<file path="config.mk">
export PLATFORM = sky130hd
export DESIGN_NAME = if_window_reader
export DESIGN_NICKNAME = d
export VERILOG_FILES = /design/src/rtl/if_pkg.sv /design/src/rtl/if_ring_addr_gen.sv /design/src/rtl/if_window_reader.sv
export SDC_FILE = /design/constraint.sdc
export NUM_CORES = 1
export LEC_CHECK = 0
export ABC_AREA = 1
export ABC_CLOCK_PERIOD_IN_PS = 7100
export CAP_MARGIN = 20
export CORE_UTILIZATION = 60
export CTS_BUF_LIST = sky130_fd_sc_hd__clkbuf_16
export DETAILED_ROUTE_END_ITERATION = 7
export DONT_BUFFER_PORTS = 1
export GPL_TIMING_DRIVEN = 0
export PLACE_DENSITY = 0.73
export SETUP_SLACK_MARGIN = 0.3
export SYNTH_ARGS = -nofsm -noshare
export SYNTH_HDL_FRONTEND = slang
export SYNTH_SLANG_ARGS = --single-unit
</file>
<file path="constraint.sdc">
create_clock -name clk -period 7.1 [get_ports clk]
set_input_delay 0.355 -clock clk [delete_from_list [all_inputs] [get_ports clk]]
set_output_delay 0.355 -clock clk [all_outputs]
set_load 0.005 [all_outputs]
</file>
<file path="src/rtl/if_pkg.sv">
// Shared definitions for the IF scratchpad window reader: FSM encodings and ring-offset helper.
package if_pkg;

  typedef enum logic [2:0] {
    ST_IDLE   = 3'd0,
    ST_LOAD   = 3'd1,
    ST_CHECK  = 3'd2,
    ST_READ   = 3'd3,
    ST_DONE   = 3'd4,
    ST_RELOAD = 3'd5
  } state_e;

  // Distance from ring origin b forward to address a, for a ring of 'depth' entries.
  function automatic logic [31:0] ring_off(input logic [31:0] a,
                                           input logic [31:0] b,
                                           input logic [31:0] depth);
    return (a + depth - b) % depth;
  endfunction

endpackage

</file>
<file path="src/rtl/if_ring_addr_gen.sv">
// Ring address generator: element address, base offset from row start and window-fits flag.
module if_ring_addr_gen
  import if_pkg::*;
#(
  parameter int ADDR_LEN      = 8,
  parameter int SCRATCH_DEPTH = 16,
  parameter int FILT_LEN      = 4
) (
  input  logic [ADDR_LEN-1:0] base_i,
  input  logic [ADDR_LEN-1:0] idx_i,
  input  logic [ADDR_LEN-1:0] start_if_i,
  input  logic [ADDR_LEN-1:0] end_if_i,
  input  logic [ADDR_LEN-1:0] waddr_i,
  input  logic                end_valid_i,
  output logic [ADDR_LEN-1:0] addr_o,
  output logic                fits_o
);

  localparam int AW1 = ADDR_LEN + 1;

  logic [AW1-1:0] sum;
  logic [AW1-1:0] off_base;
  logic [AW1-1:0] off_end;
  logic [AW1-1:0] off_waddr;
  logic [AW1-1:0] avail;
  logic [AW1-1:0] need;

  assign sum    = {1'b0, base_i} + {1'b0, idx_i};
  assign addr_o = ADDR_LEN'(sum % AW1'(SCRATCH_DEPTH));

  assign off_base  = AW1'(ring_off(32'(base_i),  32'(start_if_i), 32'(SCRATCH_DEPTH)));
  assign off_end   = AW1'(ring_off(32'(end_if_i), 32'(start_if_i), 32'(SCRATCH_DEPTH)));
  assign off_waddr = AW1'(ring_off(32'(waddr_i),  32'(start_if_i), 32'(SCRATCH_DEPTH)));

  // A bounded row holds off(end)+1 elements, so a full ring counts as DEPTH.
  assign avail  = end_valid_i ? (off_end + AW1'(1)) : off_waddr;
  assign need   = off_base + AW1'(FILT_LEN);
  assign fits_o = (need <= avail);

endmodule

</file>
<file path="src/rtl/if_window_reader.sv">
// Sliding-window reader over the IF scratchpad ring with valid/ready output.
// Define IF_WINDOW_READER_PERF_EN to add the stall_cnt performance counter output.
module if_window_reader
  import if_pkg::*;
#(
  parameter int ADDR_LEN      = 8,
  parameter int SCRATCH_DEPTH = 16,
  parameter int SCRATCH_WIDTH = 16,
  parameter int FILT_LEN      = 4,
  parameter int STRIDE        = 1
) (
  input  logic                     clk,
  input  logic                     rst,
  input  logic                     start,
  input  logic [ADDR_LEN-1:0]      start_IF,
  input  logic [ADDR_LEN-1:0]      end_IF,
  input  logic                     IF_end_valid,
  input  logic [ADDR_LEN-1:0]      IF_waddr,
  output logic                     scratch_ren,
  output logic [ADDR_LEN-1:0]      scratch_raddr,
  input  logic [SCRATCH_WIDTH-1:0] scratch_rdata,
  output logic [SCRATCH_WIDTH-1:0] out_data,
  output logic                     out_valid,
  input  logic                     out_ready,
  output logic                     out_last,
  output logic                     full_done,
  output logic                     busy
`ifdef IF_WINDOW_READER_PERF_EN
  ,output logic [15:0]             stall_cnt
`endif
);

  localparam int AW1 = ADDR_LEN + 1;

  state_e                   state_q, state_d;
  logic [ADDR_LEN-1:0]      base_q, base_d;
  logic [ADDR_LEN-1:0]      idx_q, idx_d;
  logic                     inflight_q, inflight_d;
  logic [SCRATCH_WIDTH-1:0] out_data_q, out_data_d;
  logic                     out_valid_q, out_valid_d;
  logic                     out_last_q, out_last_d;

  logic [ADDR_LEN-1:0] addr;
  logic                fits;
  logic                issue;
  logic                accept;
  logic                last_accept;
  logic [AW1-1:0]      base_step;

  if_ring_addr_gen #(
    .ADDR_LEN      (ADDR_LEN),
    .SCRATCH_DEPTH (SCRATCH_DEPTH),
    .FILT_LEN      (FILT_LEN)
  ) u_addr_gen (
    .base_i      (base_q),
    .idx_i       (idx_q),
    .start_if_i  (start_IF),
    .end_if_i    (end_IF),
    .waddr_i     (IF_waddr),
    .end_valid_i (IF_end_valid),
    .addr_o      (addr),
    .fits_o      (fits)
  );

  // Once the window's last element is captured, no more reads until it is accepted.
  assign issue = (state_q == ST_READ) && !start && !inflight_q &&
                 !(out_valid_q && out_last_q) && (!out_valid_q || out_ready);
  assign accept      = out_valid_q && out_ready;
  assign last_accept = (state_q == ST_READ) && accept && out_last_q;
  assign base_step   = {1'b0, base_q} + AW1'(STRIDE);

  always_ff @(posedge clk or negedge rst) begin
    if (!rst) begin
      state_q     <= ST_IDLE;
      base_q      <= '0;
      idx_q       <= '0;
      inflight_q  <= 1'b0;
      out_data_q  <= '0;
      out_valid_q <= 1'b0;
      out_last_q  <= 1'b0;
    end else begin
      state_q     <= state_d;
      base_q      <= base_d;
      idx_q       <= idx_d;
      inflight_q  <= inflight_d;
      out_data_q  <= out_data_d;
      out_valid_q <= out_valid_d;
      out_last_q  <= out_last_d;
    end
  end

  always_comb begin
    state_d = state_q;
    unique case (state_q)
      ST_IDLE:   state_d = ST_IDLE;
      ST_LOAD:   state_d = ST_CHECK;
      ST_CHECK: begin
        if (IF_end_valid && !fits) state_d = ST_DONE;
        else if (fits)             state_d = ST_READ;
      end
      ST_READ:   if (last_accept) state_d = ST_CHECK;
      ST_DONE:   state_d = ST_RELOAD;
      ST_RELOAD: state_d = ST_LOAD;
      default:   state_d = ST_IDLE;
    endcase
    if (start) state_d = ST_LOAD;
  end

  always_comb begin
    base_d      = base_q;
    idx_d       = idx_q;
    inflight_d  = inflight_q;
    out_data_d  = out_data_q;
    out_valid_d = out_valid_q && !out_ready;
    out_last_d  = out_last_q && !out_ready;
    if (state_q == ST_LOAD) begin
      base_d = start_IF;
      idx_d  = '0;
    end
    if (issue) inflight_d = 1'b1;
    // Read data arrives the cycle after issue; idx holds on the last element.
    if (inflight_q) begin
      inflight_d  = 1'b0;
      out_data_d  = scratch_rdata;
      out_valid_d = 1'b1;
      out_last_d  = (idx_q == ADDR_LEN'(FILT_LEN - 1));
      if (idx_q != ADDR_LEN'(FILT_LEN - 1)) idx_d = idx_q + ADDR_LEN'(1);
    end
    if (last_accept) begin
      base_d = ADDR_LEN'(base_step % AW1'(SCRATCH_DEPTH));
      idx_d  = '0;
    end
    if (start) begin
      inflight_d  = 1'b0;
      out_valid_d = 1'b0;
      out_last_d  = 1'b0;
    end
  end

  always_comb begin
    scratch_ren   = issue;
    scratch_raddr = addr;
    out_data      = out_data_q;
    out_valid     = out_valid_q;
    out_last      = out_last_q;
    full_done     = (state_q == ST_DONE);
    busy          = (state_q != ST_IDLE);
  end

`ifdef IF_WINDOW_READER_PERF_EN
  logic [15:0] stall_cnt_q;

  always_ff @(posedge clk or negedge rst) begin
    if (!rst) begin
      stall_cnt_q <= '0;
    end else if (start) begin
      stall_cnt_q <= '0;
    end else if ((state_q == ST_CHECK) && !fits && !IF_end_valid && (stall_cnt_q != 16'hFFFF)) begin
      stall_cnt_q <= stall_cnt_q + 16'd1;
    end
  end

  assign stall_cnt = stall_cnt_q;
`endif

endmodule

</file>
==> metrics.cfg <==
[status]
status=finished clean

[route]
dr.first_iter.drc_count=78
wirelength_um=4590
firstDrtPassIters=4
via_count=1754
vias_per_cell=5.45
ant_nets=0
drc_errors=0
wire_per_inst_um=14.2

[grt]
grtUsageTotal=0.244
grt_max_degree=35
grt-ovfl-total=0
antenna_found_initial=0
grt_pass1_vias=1772
grt_pass1_wl_um=7730

[final_layout]
fillerInstances=290
seqCellArea_um2=851
area_growth_pct=11.2
fin_nets=344
multiInputGateArea_um2=1290
n_antenna_cell=0
drive_above_1_share=0.164

[floorplanning]
ios=74
die_area_um2=4130
core-area_um2=3690
die_h_um=64.3
die_width_um=64.3
initial_core_util=0.631
rows=22

[place]
io_buffer_count=0
gp_congestion=0.808
dpl.hpwl_um=3280

[cts]
cts_root_buf=clkbuf_16
cts.repair.resized=0
post_cts_buffers=0
cts_sinks=34
clk_latency_ns=0.27
htreeDepth=2
cts_tree=yes
cts_buffer_depth=2
path_clk_slew_ns=0.05
cts_made_buffers=5

[pwr]
pwr-share-clk=0.241
intPower_w=0.000617
pwr-share-comb=0.413
p_seq_frac=0.346
p_leak_nw=1.25
p_sw_frac=0.377
ir_worst_vdd_mv=0.208
powerDensity_nw_per_um2=383
power_switching_w=0.000374

[yosys]
ys_types=36
syn_area_per_cell_um2=8.88
synth_cells=262
ys_warn_count=0
synth-seq-cells=34
syn_area_um2=2330
yosysSeqAreaShare=0.366

[sta]
fin_crit_sh=0.403
hold_ws_ns=0.138
finalSetupTns_ns=0
drv_slew=0
fin_crit_ns=2.86
setup_viol=0
fin_worst_skew_ns=0.00172
max_freq_mhz=349
rsz0062_at_grt=no
hold_viol=0

[critical_path]
rr_endpoint=state_q[0]$_DFFE_PN0P_
crit_arrival_ns=3.02
reg2regPathDepth=17
endpoint_kind=flop
slowest_stage=dfrtp_1
timing.rr.start=base_q[0]$_DFFE_PN0P_
startpoint_type=flop
cp_max_fo=4
cp.required_ns=7.26
worstPathCellList=inv_1 > ha_1 > inv_1 > fa_1 > xnor2_1 > inv_1 > ha_1 > ha_1 > nand2_1 > nor2_1 > nand2_1 > nand3_1 > nand3_1 > nand2_1 > nand2_1 > nand2_1 > nand2_1
critical_path_class=flop to flop
rrSetupSlack_ns=4.24
worst_path_most_repeated_cell=nand2_1
max_stage_delay_ns=0.42

[hold_path]
min_path_type=input pin to flop
whs_path_depth=1
min_to=state_q[1]$_DFFE_PN0P_
min_from=start

[run]
max-cap-violations=0

worst max-delay path by stage:
stage / from / end / slack, ns / depth (start not counted)
after floorplan: base_q[0]$_DFFE_PN0P_ / state_q[0]$_DFFE_PN0P_ / 4.56 / 17
after global placement: start_IF[1] / state_q[0]$_DFFE_PN0P_ / 4.32 / 18
after detailed placement: start_IF[1] / state_q[0]$_DFFE_PN0P_ / 4.25 / 18
after CTS: base_q[0]$_DFFE_PN0P_ / state_q[0]$_DFFE_PN0P_ / 4.24 / 17
after global routing: base_q[0]$_DFFE_PN0P_ / state_q[0]$_DFFE_PN0P_ / 3.98 / 17
final: base_q[0]$_DFFE_PN0P_ / state_q[0]$_DFFE_PN0P_ / 4.24 / 17
cell type report:
cell class / instances / area share
flip-flops and latches: 34 / 0.329
clock buffers: 5 / 0.0484
multi-input cells: 187 / 0.500
inverters: 34 / 0.0498
clock inverters: 2 / 0.0131
well taps: 48 / 0.0232
repair buffers: 2 / 0.0116
plain buffers: 10 / 0.0247
cells in the mapped netlist:
master    count  area, um^2
a21oi_1      16        80.1
buf_4         6        45.0
clkbuf_1      1        3.75
or2_2         1        6.26
fa_1          4        80.1
o22ai_1       2        12.5
xor2_1        6        52.6
inv_2         3        11.3
nor3b_2       1        12.5
dfrtp_1      34         851
ha_1         21         263
mux2_2       16         180
buf_2         3        15.0
o31ai_1       1        7.51
a22oi_2       1        12.5
conb_1        1        3.75
nor2_4        1        11.3
nor2_1       19        71.3
nor3_1        1        5.00
a22oi_1       1        7.51
a211oi_1      2        15.0
nor2_2        1        6.26
o21ai_0       6        30.0
o211ai_1      1        7.51
and3_1        2        12.5
a31oi_1       1        6.26
clkinv_2      1        5.00
nand2_1      43         161
mux2i_1       1        10.0
nand2_2       3        18.8
xnor2_1      10        87.6
inv_1        30         113
nand3_1      18        90.1
nand3_2       1        10.0
nand4_1       2        12.5
o221ai_1      1        8.76
cells by family (layout without fill, tap and decap cells):
kind of cell | Yosys count | count (layout) | share of synthesized area
other cells | 1 | 4 | 0.00161
fa+ha+maj | 25 | 25 | 0.147
xor+xnor | 16 | 16 | 0.0602
mux | 17 | 17 | 0.0818
buf+inv | 44 | 53 | 0.0828
flops | 34 | 34 | 0.366
simple gates | 93 | 93 | 0.180
compound gates | 32 | 32 | 0.0807
placed cells by master (no fill, tap or decap), types with 2 or more instances in the layout:
master and instances:
nor2_1 19, nand2_1 43, conb_1 4, buf_2 3, nand4_1 2, xor2_1 6
nand2_2 3, a21oi_1 16, buf_4 6, clkbuf_16 5, o22ai_1 2, inv_2 3
mux2_2 16, a211oi_1 2, xnor2_1 10, o21ai_0 6, dfrtp_1 34, ha_1 21
fa_1 4, inv_1 30, nand3_1 18, and3_1 2
per-stage QoR:
stage                util  cells  cell area, um^2  setup slack [ns]  power (W)
floorplan               -    265             2340              4.56   0.000660
global placement    0.650    313             2400              4.32   0.000723
detailed placement  0.650    313             2400              4.25   0.000744
CTS                 0.701    322             2590              4.24   0.000994
global route        0.701    322             2590              3.98    0.00108
finish              0.701    322             2590              4.24   0.000991
routing by layer:
layer / vias to the layer above / GRT usage / routed length [um]
met5: - / 0 / 0
met4: 0 / 0.0861 / 51
met3: 6 / 0.0661 / 229
met2: 50 / 0.422 / 2380
met1: 817 / 0.289 / 1930
li1: 881 / - / -
power by group through the flow:
stage / Sequential [W] / Clock [W] / Combinational, W
after floorplan: 0.000328 / 0 / 0.000333
final: 0.000343 / 0.000239 / 0.000409
after CTS: 0.000344 / 0.000240 / 0.000410
after detailed placement: 0.000346 / 0 / 0.000398
after global placement: 0.000345 / 0 / 0.000379
after global routing: 0.000354 / 0.000248 / 0.000476
critical path: cells and delay by family (launching register included):
kind          cells  cell delay (ns)
xor+xnor          1             0.22
fa+ha+maj         4             1.10
buf+inv           3             0.26
flops             1             0.42
simple gates      9             0.75
repair_timing:
action                                 4_1_cts  5_1_grt
setup endpoints to repair                    0        0
hold buffers                                 2        0
endpoints found under the hold margin       34        0
state kept, by name, indices dropped and copies added, names as in the netlist:
name and cells:
out_data 16, idx_q 8, base_q 4, state_q 3, inflight_q 1, out_last 1
out_valid 1
Power figures use the tool's default switching activity.
